File: config.mk
export PLATFORM = sky130hd
export DESIGN_NAME = priority_code_decoder
export DESIGN_NICKNAME = d
export VERILOG_FILES = /design/src/rtl/priority_code_decoder.sv
export SDC_FILE = /design/constraint.sdc
export NUM_CORES = 1
export LEC_CHECK = 0
export BUFFER_PORTS_ARGS = -buffer_cell sky130_fd_sc_hd__buf_2
export CAP_MARGIN = 0
export CORE_MARGIN = 4
export CORE_UTILIZATION = 39
export DETAILED_ROUTE_END_ITERATION = 6
export GPL_ROUTABILITY_DRIVEN = 0
export PLACE_DENSITY = 0.68
export SLEW_MARGIN = 20
export SYNTH_ARGS = -nofsm -noshare
export SYNTH_HDL_FRONTEND = slang
export SYNTH_SLANG_ARGS = --single-unit
File: constraint.sdc
create_clock -name clk -period 2.8 [get_ports clk]
set_input_delay 0.42 -clock clk [delete_from_list [all_inputs] [get_ports clk]]
set_output_delay 0.42 -clock clk [all_outputs]
set_load 0.01 [all_outputs]
File: src/rtl/priority_code_decoder.sv
// priority_code_decoder: buffers {code,en} pairs in a FIFO and replays each code
// as a fixed-width one-hot pulse followed by an optional idle gap.
module priority_code_decoder #(
  parameter int PULSE_LEN = 4,
  parameter int GAP_LEN = 1,
  parameter int DEPTH = 4
) (
  input  logic                       clk,
  input  logic                       rst_n,
  input  logic                       in_valid,
  output logic                       in_ready,
  input  logic [1:0]                 in_code,
  input  logic                       in_en,
  output logic [3:0]                 out_onehot,
  output logic                       out_busy,
  output logic [$clog2(DEPTH):0]     fifo_count,
  output logic [7:0]                 null_count
);
  localparam int AW = $clog2(DEPTH);
  localparam int MAXL = (PULSE_LEN > GAP_LEN ? PULSE_LEN : GAP_LEN) < 2 ? 2 :
                        (PULSE_LEN > GAP_LEN ? PULSE_LEN : GAP_LEN);
  localparam int CW = $clog2(MAXL);
  localparam logic [CW-1:0] PL1 = CW'(PULSE_LEN - 1);
  localparam logic [CW-1:0] GL1 = CW'(GAP_LEN > 0 ? GAP_LEN - 1 : 0);
  localparam logic [AW:0] FULL = (AW+1)'(DEPTH);
  typedef enum logic [1:0] {IDLE, PULSE, GAP} state_t;
  state_t state, state_nx;
  logic [CW-1:0] cnt, cnt_nx;
  logic [3:0] oh_nx;
  logic [1:0] mem [DEPTH];
  logic [AW-1:0] wp, rp;
  logic xfer, push, pop, empty;
  assign in_ready = fifo_count < FULL;
  assign xfer = in_valid && in_ready;
  assign push = xfer && in_en;
  assign empty = fifo_count == '0;
  always_comb begin
    state_nx = state;
    cnt_nx = cnt;
    oh_nx = out_onehot;
    pop = 1'b0;
    case (state)
      IDLE: begin
        oh_nx = '0;
        pop = !empty;
      end
      PULSE:
        if (cnt != '0) cnt_nx = cnt - 1'b1;
        else if (GAP_LEN > 0) begin
          oh_nx = '0;
          cnt_nx = GL1;
          state_nx = GAP;
        end else if (!empty) pop = 1'b1;
        else begin
          oh_nx = '0;
          state_nx = IDLE;
        end
      GAP:
        if (cnt != '0) cnt_nx = cnt - 1'b1;
        else if (!empty) pop = 1'b1;
        else state_nx = IDLE;
      default: state_nx = IDLE;
    endcase
    if (pop) begin
      oh_nx = 4'b1 << mem[rp];
      cnt_nx = PL1;
      state_nx = PULSE;
    end
  end
  always_ff @(posedge clk or negedge rst_n)
    if (!rst_n) begin
      state <= IDLE;
      cnt <= '0;
      out_onehot <= '0;
      out_busy <= 1'b0;
      wp <= '0;
      rp <= '0;
      fifo_count <= '0;
      null_count <= '0;
    end else begin
      state <= state_nx;
      cnt <= cnt_nx;
      out_onehot <= oh_nx;
      out_busy <= state_nx != IDLE;
      if (push) wp <= wp + 1'b1;
      if (pop) rp <= rp + 1'b1;
      fifo_count <= fifo_count + (AW+1)'(push) - (AW+1)'(pop);
      if (xfer && !in_en && null_count != 8'hff) null_count <= null_count + 1'b1;
    end
  // Storage needs no reset: the pointers and count flush it.
  always_ff @(posedge clk)
    if (push) mem[wp] <= in_code;
endmodule

== Yosys cells after proc, flatten, opt, wreduce, memory -nomap -nowiden ==
Memory sizes are Yosys's and may differ from the RTL's.
Cells that the tools add are included.
Word-level totals
  bits in registers: 24
  bits in latches: 0
  memory bits (writable): 8
  ROM bits: 0
  input port bits: 6
  word-level logic and storage cells: 53
  memories kept: 1
Memories
  mem: words 4, bits a word 2, rd ports 1, clocked after memory_dff 0, write ports 1, line 30  | logic [1:0] mem [DEPTH];
Cells by class
  add/sub/neg operators: 6
  multiply operators: 0
  div/mod/pow operators: 0
  magnitude comparators: 1
  equality and inequality tests: 5
  shifts and indexed selects: 1
  multiplexer cells: 17
  bitwise logic cells: 0
  reductions and logical operators: 14
Operators by type and width (number)
  $mux W2: 7
  $add A8 B1 Y8 const B: 1
  $mux W4: 2
  $ne A8 B8 Y1 const B: 1
  $pmux W4 S2: 1
  $ne A3 B3 Y1 const B: 2
  $pmux W2 S3: 1
  $reduce_bool A3 Y1: 2
  $add A2 B1 Y2 const B: 2
  $logic_and A1 B1 Y1: 4
  $mux W1: 4
  $pmux W2 S2: 1
  $reduce_and A2 Y1: 2
  $reduce_bool A2 Y1: 2
  $shl A1 B2 Y4 const A: 1
  $add A3 B1 Y3: 1
  $logic_not A3 Y1: 1
  $lt A3 B3 Y1 const B: 1
  $sub A3 B1 Y3: 1
  $eq A2 B1 Y1 const B: 1
  $eq A2 B2 Y1 const B: 1
  $logic_not A1 Y1: 2
  $logic_not A2 Y1: 1
  $pmux W1 S2: 1
  $sub A2 B1 Y2 const B: 1

== Logic depth before layout (Yosys ltp) ==
  word-level depth: 6
  depth in mapped cells: 10

== Least setup slack after synthesis ==
Ideal clock, no wire load.
  kind: register -> register
  from: register cnt[1]
  to: register fifo_count[2]
  library setup time: 0.124 ns
  arrival time: 2.106 ns
  required time: 2.676 ns
  slack: 0.569 ns
  stages on the path, launching flop included: 10
  path buffers: 1
  cell sequence: dfrtp_1 > or2_1 > buf_6 > a211oi_4 > ha_1 > inv_1 > ha_1 > fa_1 > xnor2_1 > xnor2_1
Between the ends
  cells in the longest elaborated chain, start to end: 4
Ends and longest elaborated chain
  from (decl): line 28  | logic [CW-1:0] cnt, cnt_nx;
  from (signal assigned): line 82  | cnt <= cnt_nx;
  $reduce_bool A2 Y1: line 48, 59
  $mux W1: line 59  | if (cnt != '0) cnt_nx = cnt - 1'b1;
  $pmux W1 S2: line 42  | case (state)
  via pop: line 32  | logic xfer, push, pop, empty;
  $sub A3 B1 Y3: line 87  | fifo_count <= fifo_count + (AW+1)'(push) - (AW+1)'(pop);
  to (signal assigned): line 87
  to (decl): line 16  | output logic [$clog2(DEPTH):0] fifo_count,
The timed path passes the listed nets, and every way through them passes these cells.
A chain may end at the register's enable or synchronous reset.

== Worst setup path after layout ==
Same ends and word-level chain as after synthesis.

==> run summary <==
status: finished, final reports clean
total I/O pin count: 23
fin crit share: 0.781
residual DRC count: 0
total global-route track usage: 0.118
post-synthesis register bit count: 32
crit end category: flip-flop
Pre-Repair DR Iteration Count: 4
iteration-0 DRC count of the detailed router: 57
Via-to-Cell Ratio: 4.81
clk_skew: 0.00518 ns
TritonCTS clock tree: done
combinational family with the most area after synthesis: simple AND/OR/NAND/NOR gates
tightest slew margin relative to the limit: 0.643
path class of the lowest-slack min-delay path: input pin to asynchronous set/reset pin
CTS H-tree lvls: 2
buffers inserted by post-CTS timing repair: 0
total via count in the routed design: 948
setup-violating endpoint count in the final report: 0
post-route antenna net violation count: 0
wire length of the first global-routing pass: 4500 um
final hold viol count: 0
cell area after placement: 1650 sq um
overflow left after global routing: 0
setup repair after global routing missed its margin: no
Max Root-Sink Buffers: 2
sinks on the clock net: 32
final core utilization: 0.478
highest clock frequency the design can meet: 457 MHz
num rows: 22
Nets: 162
max-capacitance violation count: 0
Synth Area per Inst: 12.2 sq um
Area growth, synth to finish: 18.2%
wire per inst: 12.7 um
critical path startpoint category: flip-flop
Cells after Synth: 122
number of antenna cells inserted: 0
arrival time at the worst endpoint: 2.39 ns
number of synthesized flops with an enable pin: 8
clock buffers created by TritonCTS: 5
total nets after synthesis: 136
most common cell in the synthesized netlist: dfrtp_1
IO buf count: 22
Fin Setup TNS: 0 ns
largest fanout of any net on the critical path: 6
Post-Synth Adder-Cell Area: 0.0721
root buffer cell: clkbuf_8
cells taking the most area after synthesis: dfrtp_1, edfxtp_1, ha_1
number of warnings issued by yosys: 0
die outline area: 4880 sq um
mux cell area share after synthesis: 0.0378
post-route cell area: 1760 sq um
top_reg_cell synth: dfrtp_1
measured slew at the worst slew-check pin: 0.535 ns
post-CTS resize count: 0
vertical die dimension: 69.8 um
slowest cell on the critical path: dfrtp_1
share of the synthesized area in the top cell type: 0.403
Max Transition Viols Final: 0
ratio of total power to cell area: 1110 nW/um^2
clk_lat worst skew: 0.28 ns
final routed wirelength across all metal layers: 2500 um
data required time of the worst path: 3.00 ns
distinct cell type count after synthesis: 35
class of the most critical setup path: flip-flop to flip-flop
final cell count without fillers: 197
Clk pin slew, worst setup/hold paths: 0.07 ns
fraction of synthesized cell area in xor and xnor cells: 0.0705
share of the synthesized area in compound gates (AO/OA/AOI/OAI): 0.0864
starting utilization of the core area: 0.404
# placed instances: 189
maximum number of pins on one net before global-route repair: 25
dpl hpwl: 1840 um
initial antenna violation count: 0
maximum vdd ir drop: 0.540 mV
simple logic cell fraction of the synthesized area: 0.132
power after layout: 1.96 mW
share of flip-flops with an asynchronous set or reset: 0.750
maximum cell stage delay along the critical path: 0.42 ns
core area: 3690 sq um
Seq/Total Area, Yosys: 0.564
Leakage: 0.815 nW
vias in the first global route: 982
final period demand of the worst path: 2.19 ns
number of hold buffers added after cts: 0
fraction of layout cells with a size suffix above 1: 0.255
most common library cells after synthesis: dfrtp_1, nand2_1, inv_1
Synth Cell Area: 1490 sq um
chip width: 69.8 um
CP Cell Sequence: or2_1 -> a211oi_4 -> ha_1 -> inv_1 -> ha_1 -> fa_1 -> xnor2_1 -> xnor2_1
Yosys top cell by area: dfrtp_1
-- layer usage --
layer  global-route usage  up-vias  part of all wire
li1                     -      468                 -
met1                0.143      446              0.44
met2                0.178       29              0.47
met3               0.0565        5             0.075
met4               0.0511        0             0.012
met5                    0        -                 0
-- where the power goes --
| group | switching, mW | total [mW] | internal [mW] |
|---|---|---|---|
| logic | 0.377 | 0.717 | 0.340 |
| clock network | 0.161 | 0.447 | 0.286 |
| registers | 0.165 | 0.800 | 0.635 |
-- per-stage QoR --
| stage | setup slack [ns] | hold WS, ns |
|---|---|---|
| global placement | 0.657 | 0.422 |
| detailed placement | 0.627 | 0.433 |
| floorplan | 0.569 | 0.124 |
| CTS | 0.594 | 0.129 |
| finish | 0.612 | 0.118 |
| global route | 0.431 | 0.154 |
-- final timing paths --
check / startpoint / end / slack [ns] / cells after the start
setup / recovery: cnt[1]$_DFFE_PN0P_ / fifo_count[2]$_DFF_PN0_ / 0.61 / 8
min in group clk: in_code[1] / mem[2][1]$_DFFE_PP_ / 0.36 / 1
hold / removal: rst_n / wp[0]$_DFFE_PN0P_ / 0.12 / 1
setup reg to reg: cnt[1]$_DFFE_PN0P_ / fifo_count[2]$_DFF_PN0_ / 0.61 / 8
hold reg to reg: null_count[7]$_DFFE_PN0P_ / null_count[7]$_DFFE_PN0P_ / 0.50 / 1
max in group asynchronous: rst_n / null_count[5]$_DFFE_PN0P_ / 2.32 / 1
-- layout make-up --
class | count | area [sq um]
clock inverter | 2 | 33.8
tap | 48 | 60.1
sequential | 32 | 841
multi-input combinational | 77 | 594
clock buffer | 6 | 82.6
inverter | 9 | 33.8
timing repair buffer | 23 | 118
fill | 337 | 1930
-- flip-flops by register name, indices dropped and copies added, names as in the netlist --
name and count:
cnt 2, out_onehot 4, fifo_count 3, wp 2
mem 8, rp 2, out_busy 1, null_count 8
state 2
-- cell usage in the layout (no fill, tap or decap), types with 2 or more instances in the layout --
| master | count |
|---|---|
| nor2b_1 | 2 |
| a21oi_1 | 2 |
| nor3_1 | 2 |
| nand2_1 | 10 |
| or2_1 | 2 |
| mux4_2 | 2 |
| dfrtp_1 | 24 |
| o21ai_0 | 4 |
| inv_1 | 9 |
| o2bb2ai_1 | 3 |
| xor2_1 | 7 |
| clkbuf_8 | 6 |
| nor2_1 | 7 |
| a22oi_1 | 2 |
| nand3_1 | 3 |
| and2_1 | 4 |
| buf_2 | 22 |
| edfxtp_1 | 8 |
| ha_1 | 7 |
| xnor2_1 | 5 |
-- kinds of logic after synthesis --
| logic type | after synthesis |
|---|---|
| AO/OA/AOI/OAI | 16 |
| XOR/XNOR | 12 |
| adder cells (fa/ha/maj) | 8 |
| buffers and inverters | 13 |
| flip-flops | 32 |
| multiplexers | 3 |
| AND/OR/NAND/NOR | 38 |
-- worst max-delay path: cells and delay by family, from the launching register on --
family	cells	cell delay, ns
adders and majority gates	3	0.70
DFF	1	0.42
buffers and inverters	1	0.04
xor gates and xnor gates	2	0.32
AOI/OAI and AO/OA	1	0.29
and+or+nand+nor	1	0.34
No activity file was read; power rests on OpenSTA's default activity.
